File: src/rtl/cu_pkg.sv
// Shared types and defaults for the control-unit stage sequencer.
package cu_pkg;

    localparam logic [31:0] DEFAULT_RESET_PC = 32'h0000_0000;
    localparam int          DEFAULT_PC_LIMIT = 512;
    localparam int          DEFAULT_TIMEOUT  = 64;

    typedef enum logic [2:0] {
        ST_IDLE    = 3'd0,
        ST_FETCH   = 3'd1,
        ST_DECODE  = 3'd2,
        ST_EXECUTE = 3'd3,
        ST_MEM     = 3'd4,
        ST_WB      = 3'd5,
        ST_HALT    = 3'd6
    } cuStage_e;

    typedef enum logic [2:0] {
        HC_NONE     = 3'd0,
        HC_INVALID  = 3'd1,
        HC_ALU_ERR  = 3'd2,
        HC_SYSTEM   = 3'd3,
        HC_PC_FAULT = 3'd4,
        HC_TIMEOUT  = 3'd5
    } haltCause_e;

    // A fetch address is usable only if word aligned and below the limit.
    function automatic logic pcFetchable(input logic [31:0] pc, input logic [31:0] limit);
        return (pc < limit) && (pc[1:0] == 2'b00);
    endfunction

endpackage

File: src/rtl/cu_stage_watchdog.sv
// Counts cycles spent in one handshaking state; expires on the TIMEOUT-th cycle.
module cu_stage_watchdog
    import cu_pkg::*;
#(
    parameter int TIMEOUT = DEFAULT_TIMEOUT
) (
    input  logic soc_clk,
    input  logic reset,
    input  logic clear_i,
    input  logic enable_i,
    output logic expired_o
);

    localparam int CW = $clog2(TIMEOUT + 1);

    logic [CW-1:0] count_q;
    logic [CW-1:0] count_d;
    logic [CW-1:0] base;

    // clear marks the first cycle of a new state, so that cycle counts from zero.
    always_comb begin
        base      = clear_i ? '0 : count_q;
        count_d   = enable_i ? base + CW'(1) : '0;
        expired_o = enable_i && (base == CW'(TIMEOUT - 1));
    end

    always_ff @(posedge soc_clk) begin
        if (reset) begin
            count_q <= '0;
        end else begin
            count_q <= count_d;
        end
    end

endmodule

File: src/rtl/cu_stage_sequencer.sv
// Multi-cycle FETCH/DECODE/EXECUTE/MEM/WB sequencer owning the PC and retire count.
module cu_stage_sequencer
    import cu_pkg::*;
#(
    parameter logic [31:0] RESET_PC = DEFAULT_RESET_PC,
    parameter int          PC_LIMIT = DEFAULT_PC_LIMIT,
    parameter int          TIMEOUT  = DEFAULT_TIMEOUT
) (
    input  logic        soc_clk,
    input  logic        reset,
    input  logic        poweron_i,
    output logic        fetch_req_o,
    output logic [31:0] fetch_addr_o,
    input  logic        fetch_ack_i,
    input  logic [31:0] fetch_data_i,
    output logic [31:0] ir_o,
    output logic        decode_start_o,
    input  logic        idu_ready_i,
    input  logic        needs_mem_i,
    input  logic        is_system_i,
    input  logic        invalid_instruction_i,
    output logic        alu_start_o,
    input  logic        alu_done_i,
    input  logic        alu_err_i,
    input  logic        branch_taken_i,
    input  logic [31:0] branch_target_i,
    output logic        mem_req_o,
    input  logic        mem_ack_i,
    output logic        wb_en_o,
    output logic [31:0] pc_o,
    output logic [2:0]  stage_o,
    output logic [31:0] retired_o,
    output logic        halted_o,
    output logic [2:0]  halt_cause_o
);

    localparam logic [31:0] PC_LIMIT_W = 32'(PC_LIMIT);

    cuStage_e    stage_q;
    haltCause_e  haltCause_q;
    logic        halted_q;
    logic [31:0] pc_q;
    logic [31:0] ir_q;
    logic [31:0] retired_q;
    logic [31:0] nextPc_q;
    logic [31:0] nextPc_d;
    logic        needsMem_q;
    logic        fetchReq_q;
    logic        memReq_q;
    logic        decodeStart_q;
    logic        aluStart_q;
    logic        wbEn_q;
    logic        stageEntry_q;

    logic        wdEnable;
    logic        wdExpired;
    logic        faultValid;
    haltCause_e  faultCause;

    assign wdEnable = (stage_q == ST_FETCH) || (stage_q == ST_DECODE) ||
                      (stage_q == ST_EXECUTE) || (stage_q == ST_MEM);

    cu_stage_watchdog #(
        .TIMEOUT (TIMEOUT)
    ) u_watchdog (
        .soc_clk   (soc_clk),
        .reset     (reset),
        .clear_i   (stageEntry_q),
        .enable_i  (wdEnable),
        .expired_o (wdExpired)
    );

    assign nextPc_d = branch_taken_i ? branch_target_i : pc_q + 32'd4;

    // Halt conditions per state, errors ahead of the watchdog ahead of handshakes.
    always_comb begin
        faultValid = 1'b0;
        faultCause = HC_NONE;
        case (stage_q)
            ST_FETCH: begin
                if (!pcFetchable(pc_q, PC_LIMIT_W)) begin
                    faultValid = 1'b1;
                    faultCause = HC_PC_FAULT;
                end else if (wdExpired) begin
                    faultValid = 1'b1;
                    faultCause = HC_TIMEOUT;
                end
            end
            ST_DECODE: begin
                if (invalid_instruction_i) begin
                    faultValid = 1'b1;
                    faultCause = HC_INVALID;
                end else if (wdExpired) begin
                    faultValid = 1'b1;
                    faultCause = HC_TIMEOUT;
                end else if (idu_ready_i && !stageEntry_q && is_system_i) begin
                    faultValid = 1'b1;
                    faultCause = HC_SYSTEM;
                end
            end
            ST_EXECUTE: begin
                if (alu_err_i) begin
                    faultValid = 1'b1;
                    faultCause = HC_ALU_ERR;
                end else if (wdExpired) begin
                    faultValid = 1'b1;
                    faultCause = HC_TIMEOUT;
                end
            end
            ST_MEM: begin
                if (wdExpired) begin
                    faultValid = 1'b1;
                    faultCause = HC_TIMEOUT;
                end
            end
            default: begin
                faultValid = 1'b0;
                faultCause = HC_NONE;
            end
        endcase
    end

    // Request lines are set on the edge entering their state so every output stays registered.
    always_ff @(posedge soc_clk) begin
        if (reset) begin
            stage_q       <= ST_IDLE;
            haltCause_q   <= HC_NONE;
            halted_q      <= 1'b0;
            pc_q          <= RESET_PC;
            ir_q          <= '0;
            retired_q     <= '0;
            nextPc_q      <= RESET_PC;
            needsMem_q    <= 1'b0;
            fetchReq_q    <= 1'b0;
            memReq_q      <= 1'b0;
            decodeStart_q <= 1'b0;
            aluStart_q    <= 1'b0;
            wbEn_q        <= 1'b0;
            stageEntry_q  <= 1'b0;
        end else begin
            decodeStart_q <= 1'b0;
            aluStart_q    <= 1'b0;
            wbEn_q        <= 1'b0;
            stageEntry_q  <= 1'b0;
            if (faultValid) begin
                stage_q      <= ST_HALT;
                halted_q     <= 1'b1;
                haltCause_q  <= faultCause;
                fetchReq_q   <= 1'b0;
                memReq_q     <= 1'b0;
                stageEntry_q <= 1'b1;
            end else begin
                case (stage_q)
                    ST_IDLE: begin
                        if (poweron_i) begin
                            stage_q      <= ST_FETCH;
                            fetchReq_q   <= pcFetchable(pc_q, PC_LIMIT_W);
                            stageEntry_q <= 1'b1;
                        end
                    end
                    ST_FETCH: begin
                        if (fetchReq_q && fetch_ack_i) begin
                            ir_q          <= fetch_data_i;
                            fetchReq_q    <= 1'b0;
                            stage_q       <= ST_DECODE;
                            decodeStart_q <= 1'b1;
                            stageEntry_q  <= 1'b1;
                        end
                    end
                    ST_DECODE: begin
                        if (idu_ready_i && !stageEntry_q) begin
                            needsMem_q   <= needs_mem_i;
                            stage_q      <= ST_EXECUTE;
                            aluStart_q   <= 1'b1;
                            stageEntry_q <= 1'b1;
                        end
                    end
                    ST_EXECUTE: begin
                        if (alu_done_i && !stageEntry_q) begin
                            nextPc_q     <= nextPc_d;
                            stageEntry_q <= 1'b1;
                            if (needsMem_q) begin
                                stage_q  <= ST_MEM;
                                memReq_q <= 1'b1;
                            end else begin
                                stage_q  <= ST_WB;
                                wbEn_q   <= 1'b1;
                            end
                        end
                    end
                    ST_MEM: begin
                        if (mem_ack_i) begin
                            memReq_q     <= 1'b0;
                            stage_q      <= ST_WB;
                            wbEn_q       <= 1'b1;
                            stageEntry_q <= 1'b1;
                        end
                    end
                    ST_WB: begin
                        pc_q         <= nextPc_q;
                        retired_q    <= retired_q + 32'd1;
                        stageEntry_q <= 1'b1;
                        if (poweron_i) begin
                            stage_q    <= ST_FETCH;
                            fetchReq_q <= pcFetchable(nextPc_q, PC_LIMIT_W);
                        end else begin
                            stage_q    <= ST_IDLE;
                        end
                    end
                    ST_HALT: begin
                        stage_q <= ST_HALT;
                    end
                    default: begin
                        stage_q <= ST_IDLE;
                    end
                endcase
            end
        end
    end

    assign fetch_req_o    = fetchReq_q;
    assign fetch_addr_o   = pc_q;
    assign ir_o           = ir_q;
    assign decode_start_o = decodeStart_q;
    assign alu_start_o    = aluStart_q;
    assign mem_req_o      = memReq_q;
    assign wb_en_o        = wbEn_q;
    assign pc_o           = pc_q;
    assign stage_o        = stage_q;
    assign retired_o      = retired_q;
    assign halted_o       = halted_q;
    assign halt_cause_o   = haltCause_q;

endmodule

File: config.mk
export PLATFORM = sky130hd
export DESIGN_NAME = cu_stage_sequencer
export DESIGN_NICKNAME = d
export VERILOG_FILES = /design/src/rtl/cu_pkg.sv /design/src/rtl/cu_stage_watchdog.sv /design/src/rtl/cu_stage_sequencer.sv
export SDC_FILE = /design/constraint.sdc
export NUM_CORES = 1
export LEC_CHECK = 0
export ABC_AREA = 1
export CAP_MARGIN = 20
export CORE_ASPECT_RATIO = 0.75
export CORE_UTILIZATION = 51
export CTS_BUF_LIST = sky130_fd_sc_hd__clkbuf_8
export DETAILED_ROUTE_END_ITERATION = 16
export GPL_TIMING_DRIVEN = 0
export PLACE_DENSITY = 0.87
export SYNTH_ARGS = -nofsm -noshare
export SYNTH_HDL_FRONTEND = slang
export SYNTH_SLANG_ARGS = --single-unit
File: constraint.sdc
create_clock -name soc_clk -period 2.6 [get_ports soc_clk]
set_clock_uncertainty 0.15 [all_clocks]
set_input_delay 0.65 -clock soc_clk [delete_from_list [all_inputs] [get_ports soc_clk]]
set_output_delay 0.65 -clock soc_clk [all_outputs]
set_load 0.01 [all_outputs]
Yosys cells after proc, flatten, opt, wreduce, memory -nomap -nowiden
Cells that the tools add are included.
- bits in registers: 149
- input bits: 76
- add/sub/neg operators: 3
- $lt $le $gt $ge: 2
- eq/ne operators: 19
- muxes and demuxes: 43
- bitwise logic cells: 4
- reduce and logical (&&, ||, !) cells: 28
- operator list (operator ; number):
    less-than comparator 32 x 10 -> 1 bit, second input constant ; 2
    2-to-1 mux 3 bit ; 11
    adder 32 x 1 -> 32 bit, second input constant ; 1
    adder 32 x 3 -> 32 bit, second input constant ; 1
    2-to-1 mux 32 bit ; 1
    2-to-1 mux 1 bit ; 22
    case mux 3 bit (7 select lines) ; 1
    case mux 3 bit (4 select lines) ; 1
    AND reduction 5 bit ; 2
    == test 3 bit, second input constant ; 3
    != test 3 x 2 -> 1 bit, second input constant ; 3
    AND reduction 3 bit ; 3
    != test 2 bit, second input constant ; 4
    AND reduction 4 bit ; 2
    adder 7 x 1 -> 7 bit, second input constant ; 1
    == test 7 x 6 -> 1 bit, second input constant ; 1
    logical AND 1 bit ; 7
    2-to-1 mux 7 bit ; 1
    == test 3 x 2 -> 1 bit, second input constant ; 2
    != test 2 x 1 -> 1 bit, second input constant ; 3
    != test 3 bit, second input constant ; 2
    case mux 1 bit (6 select lines) ; 1
    OR reduction 3 bit ; 2
    logical NOT 2 bit ; 2
    other kinds (13) ; 20

Longest topological paths before layout
Gate-level depths: netlist (run 1).
- depth after elaboration: 10
- gate-level depth with buffers: 15
- depth with buffers taken out: 14

Cells and area by module
From an unflattened synthesis (run 1), not the netlist that was laid out.
- cells, all modules: 1309
- area, all modules: 8319.2 um2
- by module, submodules not included (module ; times used ; cells an instance ; area each (um2) ; sequential area each (um2)):
    cu_stage_sequencer ; 1 ; 1257 ; 7946.4 ; 2842.7
    cu_stage_watchdog ; 1 ; 52 ; 372.9 ; 140.1

Least setup slack after synthesis (run 1)
No wires, ideal clock.
- path type: reg-to-reg
- start: reg stageEntry_q
- end: reg ir_q[26] (netlist: ir_o[26])
- setup time: 110 ps
- arrival time: 1737 ps
- required time: 2340 ps
- path slack: 603 ps
- stages on the path, launching flop included: 13
- period minus slack after synthesis: 1997 ps
- path through: dfxtp_1 -> nor2_1 -> ha_1 -> nand2_1 -> nor2_2 -> nand3_2 -> a21oi_2 -> nor2_8 -> nand2_4 -> buf_6 -> nand2_1 -> inv_2 -> nor2_1
- word-level cells in the longest chain between the ends: 9
- elaborated cells on any way between the ends: 15
- classes of those cells: eq/ne (1); mux (8); bitwise (1); reduce/logical (5)
- RTL lines (element ; line ; RTL):
    start: declaration ; cu_stage_sequencer.sv:53 ; logic stageEntry_q;
    start signal: assignment ; cu_stage_sequencer.sv:139 ; stageEntry_q <= 1'b0;
    start signal: assignment ; cu_stage_sequencer.sv:144 ; stageEntry_q <= 1'b0;
    start signal: assignment ; cu_stage_sequencer.sv:151 ; stageEntry_q <= 1'b1;
    branches (longest 6 deep; another with 2-to-1 mux 7 bit) ; - ;
    case mux 1 bit (4 select lines) * ; cu_stage_sequencer.sv:79 ; case (stage_q)
    inverter 1 bit (no source line) * ; - ;
    AND reduction 3 bit (no source line) * ; - ;
    end signal: assignment ; cu_stage_sequencer.sv:163 ; ir_q <= fetch_data_i;
    end: declaration ; cu_stage_sequencer.sv:43 ; logic [31:0] ir_q;
Mark *: on every way between the ends.
A chain may end at the register's enable or synchronous reset.

Worst setup path in the final report (run 1)
- start: reg pc_q[3] (netlist: fetch_addr_o[3])
- end: out pc_o[3]
- RTL lines (element ; line ; RTL):
    start: declaration ; cu_stage_sequencer.sv:42 ; logic [31:0] pc_q;
    start signal: assignment ; cu_stage_sequencer.sv:200 ; pc_q <= nextPc_q;
    end: declaration ; cu_stage_sequencer.sv:30 ; output logic [31:0] pc_o,
No word-level cell between the ends.

==> impl_results.md, run 1 <==
* Status: finished clean
* Sequential area share after synthesis at 35.6%
* Die W at 150 um
* Synth warnings at 0
* Clock Latency Late Sink at 0.46 ns
* First-pass GRT wire length at 43.7 mm
* Hold endpoint: nextPc_q[8]
* GRT Util Overall at 33.2%
* VDD IR-drop max at 0.000440 V
* DP HPWL at 21.3 mm
* Ant diodes at 0
* CP startpoint kind: register
* CTS tree: done
* Post-Syn Area at 8390 um2
* Post-Synthesis Cells at 1365
* Routed WL per cell at 15.3 um
* DP Worst Slack at -0.140 ns
* Worst reg2reg path startpoint: fetch_addr_o[3]
* Arrival @ worst endpoint at 1.74 ns
* CTS Sinks at 149
* Grt met2 use at 49.0%
* GR Layer Usage met3 at 9.23%
* R2R Setup Slk at 0.15 ns
* Fillers at 1380
* Crit path capture type: output pin
* Initial drt markers at 1033
* Core ar. at 16100 um2
* CP Class: reg -> out
* Nets at 1678
* Max-Cap Viols at 0
* Number of max-slew violations in the final report at 0
* # H-tree levels at 4
* Via count at 9548
* GR peak layer: met2
* HP Class: reg -> reg
* Clk buf depth at 2
* Hold Path Depth at 2
* Setup repair after global routing missed its margin: no
* PD cells at 620 nW/um2
* Root Driver: clkbuf_8
* Final Hold Viols at 0
* Die ar. at 17000 um2
* Drt first pass iters at 6
* Cell Count, Final, Fillers Out at 1822
* CP required at 1.80 ns
* Final period util at 97.6%
* Starting Density at 52.2%
* Area grow syn2layout at 34.8%
* Vias per cell at 5.24
* CTS buffer count at 17
* RR Endpoint: nextPc_q[30]
* Synth cell types at 43
* Postcts setup bufs at 0
* Slew Limit Headroom at 54.2%
* Min Tclk post-route at 2.54 ns
* Min-delay src: nextPc_q[8]
* Setup violators final at 0
* Total Power at 7.01 mW
* Final Routed Wirelength at 27.9 mm
* Post-synthesis average cell area at 6.15 um2
* Net Count, Synth at 1444
* Yosys reg bits at 149
* GPL Wtd Cong at 1.02
* Met1 GRT Util at 46.6%
* LEAKAGE at 4.65 nW
* Worst Reg-to-Reg Cells at 11
* Vias in the first global route at 8589
* Maximum number of pins on one net before global-route repair at 17
* Grt total ovfl at 0
* Worst Tran Pin Value at 0.687 ns
* Crit Path Max Fanout at 6
* Initial antenna violation count at 0
* DRC at 0
* Antenna Nets Post-Route at 0
* Ports at 216
* Chip Height at 113 um
* Async SR Flop Fraction at 0%
* Placed cells at 1790
* Fmax achieved at 0.394 GHz
* Port Buf Inserts at 215
* Fraction of layout cells with a size suffix above 1 at 6.95%
* Worst-path clk slew at 0.09 ns
* Setup ws final at 0.0626 ns
* Rows at 40
* EDFF count, synth at 0
* Post-synth top flop: dfxtp_1
-- worst max path at each step --
stage	start	to	slack [ns]	depth (start not counted)
floorplan	stageEntry_q	ir_o[26]	0.60	12
global placement	alu_done_i	nextPc_q[0]	-0.10	6
detailed placement	branch_taken_i	nextPc_q[31]	-0.14	7
CTS	fetch_addr_o[3]	pc_o[3]	0.08	2
global route	fetch_addr_o[3]	pc_o[3]	0.01	2
finish	fetch_addr_o[3]	pc_o[3]	0.06	2
-- layout by cell type (no fill, tap or decap), types with 6 or more instances in the layout --
| master | n |
|---|---|
| xor2_1 | 10 |
| nand2_1 | 372 |
| nor4_1 | 6 |
| nor2_1 | 175 |
| clkbuf_1 | 32 |
| nor3_1 | 25 |
| inv_1 | 201 |
| clkbuf_8 | 19 |
| a21oi_1 | 96 |
| inv_2 | 10 |
| dfxtp_1 | 149 |
| nand3_1 | 101 |
| buf_2 | 8 |
| nor2_2 | 8 |
| o21ai_0 | 65 |
| buf_4 | 34 |
| clkdlybuf4s50_1 | 215 |
| nand4_1 | 12 |
-- cell usage after synthesis (12+ instances only) --
cell type    n  area (um2)
dfxtp_1    149        2980
clkbuf_1    32         120
nor2_1     179         672
nand4_1     12        75.1
buf_4       34         255
nand2_1    372        1400
nand3_1    102         510
a21oi_1     96         480
nor3_1      25         125
o21ai_0     65         325
inv_1      201         754
-- metrics by stage --
stage / hold slack (ns) / utilization [%] / instance area [um2] / TNS (ns)
after floorplan: 0.291 / - / 8390 / 0
after global placement: 0.300 / 67.2 / 10800 / -1.79
after detailed placement: 0.305 / 67.2 / 10800 / -3.24
after CTS: 0.319 / 70.2 / 11300 / 0
after global routing: 0.335 / 70.4 / 11300 / 0
final: 0.321 / 70.4 / 11300 / 0
-- where the power goes --
group / switching (mW) / internal [mW]
Clock: 0.957 / 1.21
Sequential: 0.205 / 2.45
Combinational: 1.28 / 0.914
-- metal layers --
metal,vias up,wire length (um)
li1,4690,-
met1,4303,12200
met2,503,11700
met3,52,3360
met4,0,547
met5,-,0
-- registers in the layout (all words and copies together) (netlist names) --
| name | flops |
|---|---|
| fetch_addr_o | 32 |
| ir_o | 32 |
| nextPc_q | 32 |
| retired_o | 32 |
| u_watchdog.count_q | 7 |
| halt_cause_o | 3 |
| stage_o | 3 |
| alu_start_o | 1 |
| decode_start_o | 1 |
| fetch_req_o | 1 |
| halted_o | 1 |
| mem_req_o | 1 |
| needsMem_q | 1 |
| stageEntry_q | 1 |
| wb_en_o | 1 |
-- cells by family after synthesis --
logic type | after synthesis | synth area share (%)
AND/OR/NAND/NOR | 720 | 35.9
buffers and inverters | 296 | 15.2
AO/OA/AOI/OAI | 182 | 11.4
flip-flops | 149 | 35.6
XOR/XNOR | 15 | 1.57
adder cells (fa/ha/maj) | 3 | 0.448
-- area by class of cell --
type,count,area (um2),area share [%]
buffer,83,479,4.24
clock buffer,19,262,2.31
clock inverter,13,219,1.94
inverter,213,800,7.07
multi-input combinational,920,4150,36.7
sequential,149,2980,26.4
tap,210,263,2.32
timing repair buffer,215,2150,19.0
-- critical path, stage by stage, from the launching register on --
cell	delay, ns
dfxtp_1	0.53
buf_4	0.17
clkdlybuf4s50_1	0.58
-- what timing repair did --
action	4_1_cts	5_1_grt
hold buffers	0	0
hold endpoints to repair	0	0
gates resized for setup	0	7
setup endpoints to repair	0	18
(Power assumes the default switching activity.)
==> run 2: changes to the inputs <==
Settings changed: CAP_MARGIN 20 to default, REMOVE_ABC_BUFFERS from default to 1.
==> run 2 against run 1 <==
Count of clock-buffer cells in the layout down 1. Utilization down 1.5 points. Non-clock buffer count decreased by 74. Clock power is 12% lower. Sequential share of layout area up 0.60 points. Die area unchanged. Register-to-register slack got worse by 0.04 ns. Via count down 1.2%. Power decreased by 0.38%.
==> impl_results.md, run 2 (synthesis gave the netlist of run 1 again) <==
* Worst-path clk slew at 0.09 ns (about the same)
* # hold bufs at CTS at 0 (unchanged)
* # H-tree levels at 4 (unchanged)
* GRT Util Overall at 30.6% (was 33.2%)
* Gate power share at 34.0% (was 31.3%)
* Psw at 2.61 mW (was 2.44 mW)
* Maximum number of pins on one net before global-route repair at 94 (was 17)
* Final period util at 96.4% (was 97.6%)
* CP required at 2.81 ns (was 1.80 ns)
* First-pass GRT wire length at 40.9 mm (was 43.7 mm)
* Final Hold Viols at 0 (unchanged)
* PD cells at 631 nW/um2 (was 620 nW/um2)
* Final Core Density at 68.9% (was 70.4%)
* DRC at 0 (unchanged)
* Crit path capture type: register (was output pin)
* Setup ws final at 0.0924 ns (was 0.0626 ns)
* Rows at 40 (unchanged)
* Drt first pass iters at 6 (unchanged)
* Slew Limit Headroom at 37.0% (was 54.2%)
* Grt total ovfl at 0 (unchanged)
* Register area at 2990 um2 (was 2980 um2)
* Fraction of layout cells with a size suffix above 1 at 5.63% (was 6.95%)
* Clock Latency Late Sink at 0.46 ns (about the same)
* Area grow syn2layout at 31.9% (was 34.8%)
* Status: finished clean (unchanged)
* DP HPWL at 17.4 mm (was 21.3 mm)
* Port Buf Inserts at 215 (unchanged)
* Antenna Nets Post-Route at 0 (unchanged)
* Number of max-slew violations in the final report at 0 (unchanged)
* Reg power frac at 38.8% (was 37.8%)
* Worst Tran Pin Value at 0.945 ns (was 0.687 ns)
* Clk buf depth at 2 (unchanged)
* Die ar. at 17000 um2 (unchanged)
* CTS Sinks at 149 (unchanged)
* Internal power at 4.38 mW (was 4.57 mW)
* VDD IR-drop max at 0.000416 V (was 0.000440 V)
* CTS buffer count at 17 (unchanged)
* Root Driver: clkbuf_8 (unchanged)
* GPL Wtd Cong at 0.965 (was 1.02)
* CP startpoint kind: primary input (was register)
* Starting Density at 52.2% (unchanged)
* Vias in the first global route at 8442 (was 8589)
* Switching Fraction at 37.3% (was 34.8%)
* Most frequent cells in the layout: nand2_1 (371), clkdlybuf4s50_1 (213), inv_1 (202), nor2_1 (177), dfxtp_1 (146) (was nand2_1 (372), clkdlybuf4s50_1 (215), inv_1 (201), nor2_1 (175), dfxtp_1 (149))
* Via count at 9432 (was 9548)
* Commonest non-fill, non-tap cell in the layout: nand2_1 (unchanged)
* Die W at 150 um (unchanged)
* CP Class: in -> reg (was reg -> out)
* LEAKAGE at 4.45 nW (was 4.65 nW)
* Chip Height at 113 um (unchanged)
* Final Routed Wirelength at 27.2 mm (was 27.9 mm)
* Crit Path Max Fanout at 40 (was 6)
* Nets at 1611 (was 1678)
* Initial antenna violation count at 0 (unchanged)
* Clock share of power at 27.3% (was 30.9%)
* Area of the multi-input gates at 4300 um2 (was 4150 um2)
* DP Worst Slack at -1.85 ns (was -0.140 ns)
* Ant diodes at 0 (unchanged)
* Fillers at 1381 (was 1380)
* Initial drt markers at 926 (was 1033)
* Max-Cap Viols at 0 (unchanged)
* Cell Count, Final, Fillers Out at 1755 (was 1822)
* Placed cells at 1710 (was 1790)
* Fmax achieved at 0.399 GHz (was 0.394 GHz)
* CTS tree: done (unchanged)
* Setup violators final at 0 (unchanged)
* Ports at 216 (unchanged)
* WHS at 0.315 ns (was 0.321 ns)
* Vias per cell at 5.37 (was 5.24)
* Routed WL per cell at 15.5 um (was 15.3 um)
* Core ar. at 16100 um2 (unchanged)
* HP Class: reg -> reg (unchanged)
* Arrival @ worst endpoint at 2.72 ns (was 1.74 ns)
* Min Tclk post-route at 2.51 ns (was 2.54 ns)
==> run 2: final cells by class <==
type / instances / area share (%)
clock buffer: 18 / 2.24
inverter: 213 / 7.30
clock inverter: 14 / 1.46
multi-input combinational: 926 / 38.8
timing repair buffer: 224 / 20.7
tap: 210 / 2.37
timing repair inverter: 1 / 0.0678
sequential: 149 / 27.0
==> run 2: layer usage <==
layer  track usage (%)  share of wire (%)  routed length, um  up-vias
met5                 0                  0                  0        -
met4              11.6                2.5                674        0
met3              6.53                 10               2780       62
met2              49.4                 45              12300      535
met1              40.0                 42              11400     4273
li1                  -                  -                  -     4562
==> run 2: path summary, 6_finish.rpt <==
kind                            cells after the start  slack, ns            to           start
worst min-delay path                                2       0.31   nextPc_q[2]     nextPc_q[2]
worst max-delay path                                7       0.09  nextPc_q[20]  branch_taken_i
worst max register to register                     10       0.11   fetch_req_o    stageEntry_q
worst min register to register                      2       0.31   nextPc_q[2]     nextPc_q[2]
==> run 2: worst max-delay path, cell delays in order <==
cell and delay, ns:
clkdlybuf4s15_2 0.79, clkinvlp_4 0.59, or2_2 0.41, nand2_1 0.07, nand3_1 0.07, nand2_1 0.06, nor2_1 0.05
==> run 2: power by group through the flow <==
| stage | Combinational (mW) | Clock (mW) | Sequential [mW] |
|---|---|---|---|
| finish | 2.37 | 1.90 | 2.71 |
| global route | 2.54 | 2.01 | 2.73 |
| CTS | 2.07 | 1.92 | 2.68 |
| detailed placement | 1.90 | 0 | 2.73 |
| global placement | 1.86 | 0 | 2.72 |
| floorplan | 0.976 | 0 | 2.76 |
==> run 2: stage by stage <==
stage                     TNS [ns]  power (mW)  instance area, um2
after floorplan             -15.00        3.73                7910
after global placement     -350.08        4.58               10300
after detailed placement    -75.80        4.63               10400
after CTS                  -0.0394        6.67               10900
after global routing      -0.00558        7.29               11100
final                            0        6.99               11100
==> run 2: repair_timing <==
item	in CTS	in global routing
setup buffers	2	4
pin swaps	4	5
endpoints found under the setup margin	108	82
resized for setup	11	15
cloned	4	3
==> run 3: changes to the inputs <==
--- a/config.mk
+++ b/config.mk
@@ -8,9 +8,9 @@
 export ABC_AREA = 1
 export CORE_ASPECT_RATIO = 0.75
-export CORE_UTILIZATION = 51
+export CORE_UTILIZATION = 46
 export CTS_BUF_LIST = sky130_fd_sc_hd__clkbuf_8
 export DETAILED_ROUTE_END_ITERATION = 16
 export GPL_TIMING_DRIVEN = 0
-export PLACE_DENSITY = 0.87
+export PLACE_DENSITY = 0.83
 export REMOVE_ABC_BUFFERS = 1
 export SYNTH_ARGS = -nofsm -noshare
==> constraint.sdc (replaced) <==
create_clock -name soc_clk -period 2.3 [get_ports soc_clk]
set_clock_uncertainty 0.15 [all_clocks]
set_input_delay 0.575 -clock soc_clk [delete_from_list [all_inputs] [get_ports soc_clk]]
set_output_delay 0.575 -clock soc_clk [all_outputs]
set_load 0.005 [all_outputs]
==> run 3 against run 2 <==
Hold slack improved by 0.0019 ns. Combinational power up 22%. Count of clock-buffer cells in the layout is the same. Highest routed layer unchanged.
==> impl_results.md, run 3 (synthesis gave the netlist of run 1 again) <==
* CP required at 1.57 ns (was 2.81 ns)
* GPL Wtd Cong at 0.936 (was 0.965)
* Drt first pass iters at 8 (was 6)
* Setup violators final at 0 (unchanged)
* Initial antenna violation count at 0 (unchanged)
* Initial drt markers at 944 (was 926)
* Switching Fraction at 38.6% (was 37.3%)
* Status: finished clean (unchanged)
* CP bufs+invs at 1 (was 2)
* CTS Sinks at 149 (unchanged)
* GRT Util Overall at 29.4% (was 30.6%)
* Met1 GRT Util at 39.7% (was 40.0%)
* Maximum number of pins on one net before global-route repair at 94 (unchanged)
* DRC at 0 (unchanged)
* Root Driver: clkbuf_8 (unchanged)
* Crit-path cells: clkdlybuf4s50_1 (was clkdlybuf4s15_2, clkinvlp_4, or2_2, nand2_1, nand3_1, nand2_1, nor2_1)
* Final period util at 97.6%
* Crit path capture type: output pin (was register)
* CTS buffer count at 17 (unchanged)
* GR Layer Usage met3 at 6.00% (was 6.53%)
* Vias in the first global route at 8582 (was 8442)
* Setup TNS at 0 ns (unchanged)
* Crit Path Max Fanout at 6 (was 40)
* Port Buf Inserts at 215 (unchanged)
* First-pass GRT wire length at 43.3 mm (was 40.9 mm)
* PD cells at 697 nW/um2 (was 631 nW/um2)
* Grt total ovfl at 0 (unchanged)
* Top delay family on crit path: buffers and inverters (unchanged)
* Ant diodes at 0 (unchanged)
* Core ar. at 17800 um2 (was 16100 um2)
* Nets at 1628 (was 1611)
* Die W at 158 um (was 150 um)
* Final Routed Wirelength at 27.4 mm (was 27.2 mm)
* Routed WL per cell at 15.2 um (was 15.5 um)
* Commonest non-fill, non-tap cell in the layout: nand2_1 (unchanged)
* CP Class: reg -> out (was in -> reg)
* CP startpoint kind: register (was primary input)
* Vias per cell at 5.26 (was 5.37)
* Fraction of layout cells with a size suffix above 1 at 9.09% (was 5.63%)
* Clk buf depth at 2 (unchanged)
* Starting Density at 47.2% (was 52.2%)
* Stages on the worst setup path at 1 (was 7)
* WHS at 0.317 ns (was 0.315 ns)
* VDD IR-drop max at 0.000659 V (was 0.000416 V)
* Number of max-slew violations in the final report at 0 (unchanged)
* Arrival @ worst endpoint at 1.52 ns (was 2.72 ns)
* Die ar. at 18800 um2 (was 17000 um2)
* Psw at 3.06 mW (was 2.61 mW)
* Slew Limit Headroom at 35.5% (was 37.0%)
* LEAKAGE at 4.53 nW (was 4.45 nW)
* Fmax achieved at 0.445 GHz
* Ports at 216 (unchanged)
* Fin area at 11400 um2 (was 11100 um2)
* Area grow syn2layout at 35.5% (was 31.9%)
* Min Tclk post-route at 2.25 ns
* Gate power share at 36.6% (was 34.0%)
* Chip Height at 119 um (was 113 um)
* Reg power frac at 38.9% (was 38.8%)
* Internal power at 4.86 mW (was 4.38 mW)
* Via count at 9484 (was 9432)
* Clock Latency Late Sink at 0.47 ns (was 0.46 ns)
* Clock share of power at 24.4% (was 27.3%)
* Critical path's largest stage delay at 0.57 ns (was 0.79 ns)
* Worst Reg-to-Reg Cells at 13 (was 10)
* GR peak layer: met2 (unchanged)
* # hold bufs at CTS at 0 (unchanged)
* Cell Area, Placed at 10400 um2 (about the same)
* HP Class: reg -> reg (unchanged)
* Antenna Nets Post-Route at 0 (unchanged)
* CTS tree: done (unchanged)
* DP HPWL at 17.7 mm (was 17.4 mm)
* Final Hold Viols at 0 (unchanged)
* # H-tree levels at 4 (unchanged)
* Most frequent cells in the layout: nand2_1 (369), clkdlybuf4s50_1 (213), inv_1 (199), nor2_1 (170), dfxtp_1 (124) (was nand2_1 (371), clkdlybuf4s50_1 (213), inv_1 (202), nor2_1 (177), dfxtp_1 (146))
* Worst-path clk slew at 0.08 ns (was 0.09 ns)
* Slowest-stage cell, CP: clkdlybuf4s50_1 (was clkdlybuf4s15_2)
* Max-Cap Viols at 0 (unchanged)
* Grt met2 use at 46.2% (was 49.4%)
* Hold Path Depth at 2 (unchanged)
* Worst Tran Pin Value at 0.968 ns (was 0.945 ns)
* Rows at 42 (was 40)
## run 3: cell count changes in the layout (fill, tap and decap cells not counted), moves of 3 or more
cell       previous run  this run
dfxtp_4               0         3
buf_4                 3        14
bufinv_16             3         0
dfxtp_2               3        22
inv_6                 1         6
inv_1               202       199
dfxtp_1             146       124
nor2_1              177       170
buf_12                4         8
nor2_4                6        12
## run 3: power groups by stage
stage	registers, mW	logic, mW	clock network, mW
3_3_place_gp	3.08	2.04	0
3_5_place_dp	3.08	2.08	0
4_1_cts	3.04	2.69	1.97
6_report	3.08	2.90	1.93
2_1_floorplan	3.04	1.10	0
5_1_grt	3.11	3.13	2.06
## run 3: final cells by class
type	count	area, um2
sequential	149	3020
timing repair buffer	240	2450
tap	242	303
clock buffer	18	248
inverter	213	807
clock inverter	14	116
fill	1590	6400
multi-input combinational	928	4420
## run 3: final timing paths
| kind | startpoint | end | slack [ns] |
|---|---|---|---|
| setup / recovery | fetch_addr_o[15] | fetch_addr_o[15] | 0.05 |
| hold / removal | nextPc_q[3] | fetch_addr_o[3] | 0.32 |
| setup reg to reg | fetch_addr_o[10] | ir_o[3] | 0.07 |
| hold reg to reg | nextPc_q[3] | fetch_addr_o[3] | 0.32 |
## run 3: routing by layer
layer | share of wire (%) | vias to the layer above | routed length [um]
li1 | - | 4624 | -
met3 | 10 | 63 | 2770
met5 | 0 | - | 0
met1 | 43 | 4289 | 11800
met2 | 44 | 508 | 12100
met4 | 2.4 | 0 | 654
## run 3: repair_timing
| item | in CTS | in global routing |
|---|---|---|
| setup endpoints to repair | 91 | 115 |
| endpoints found under the hold margin | 0 | 0 |
| gates cloned | 8 | 0 |
| pin swaps | 10 | 14 |
| buffers inserted | 16 | 6 |
| gates resized for setup | 31 | 48 |
## run 3: worst min-delay path: cells and delay by family, from the launching register on
family             cells  cell delay [ns]
and+or+nand+nor        1             0.06
DFF                    1             0.31
AOI/OAI and AO/OA      1             0.05
## run 3: per-stage QoR
step / worst slack [ns] / cells / util, % / power, mW
after floorplan: -0.802 / 1282 / - / 4.14
after global placement: -3.57 / 1739 / 58.4 / 5.12
after detailed placement: -2.00 / 1742 / 58.7 / 5.16
after CTS: 0.00583 / 1798 / 62.8 / 7.70
after global routing: -0.0274 / 1804 / 64.0 / 8.30
final: 0.0545 / 1804 / 64.0 / 7.92
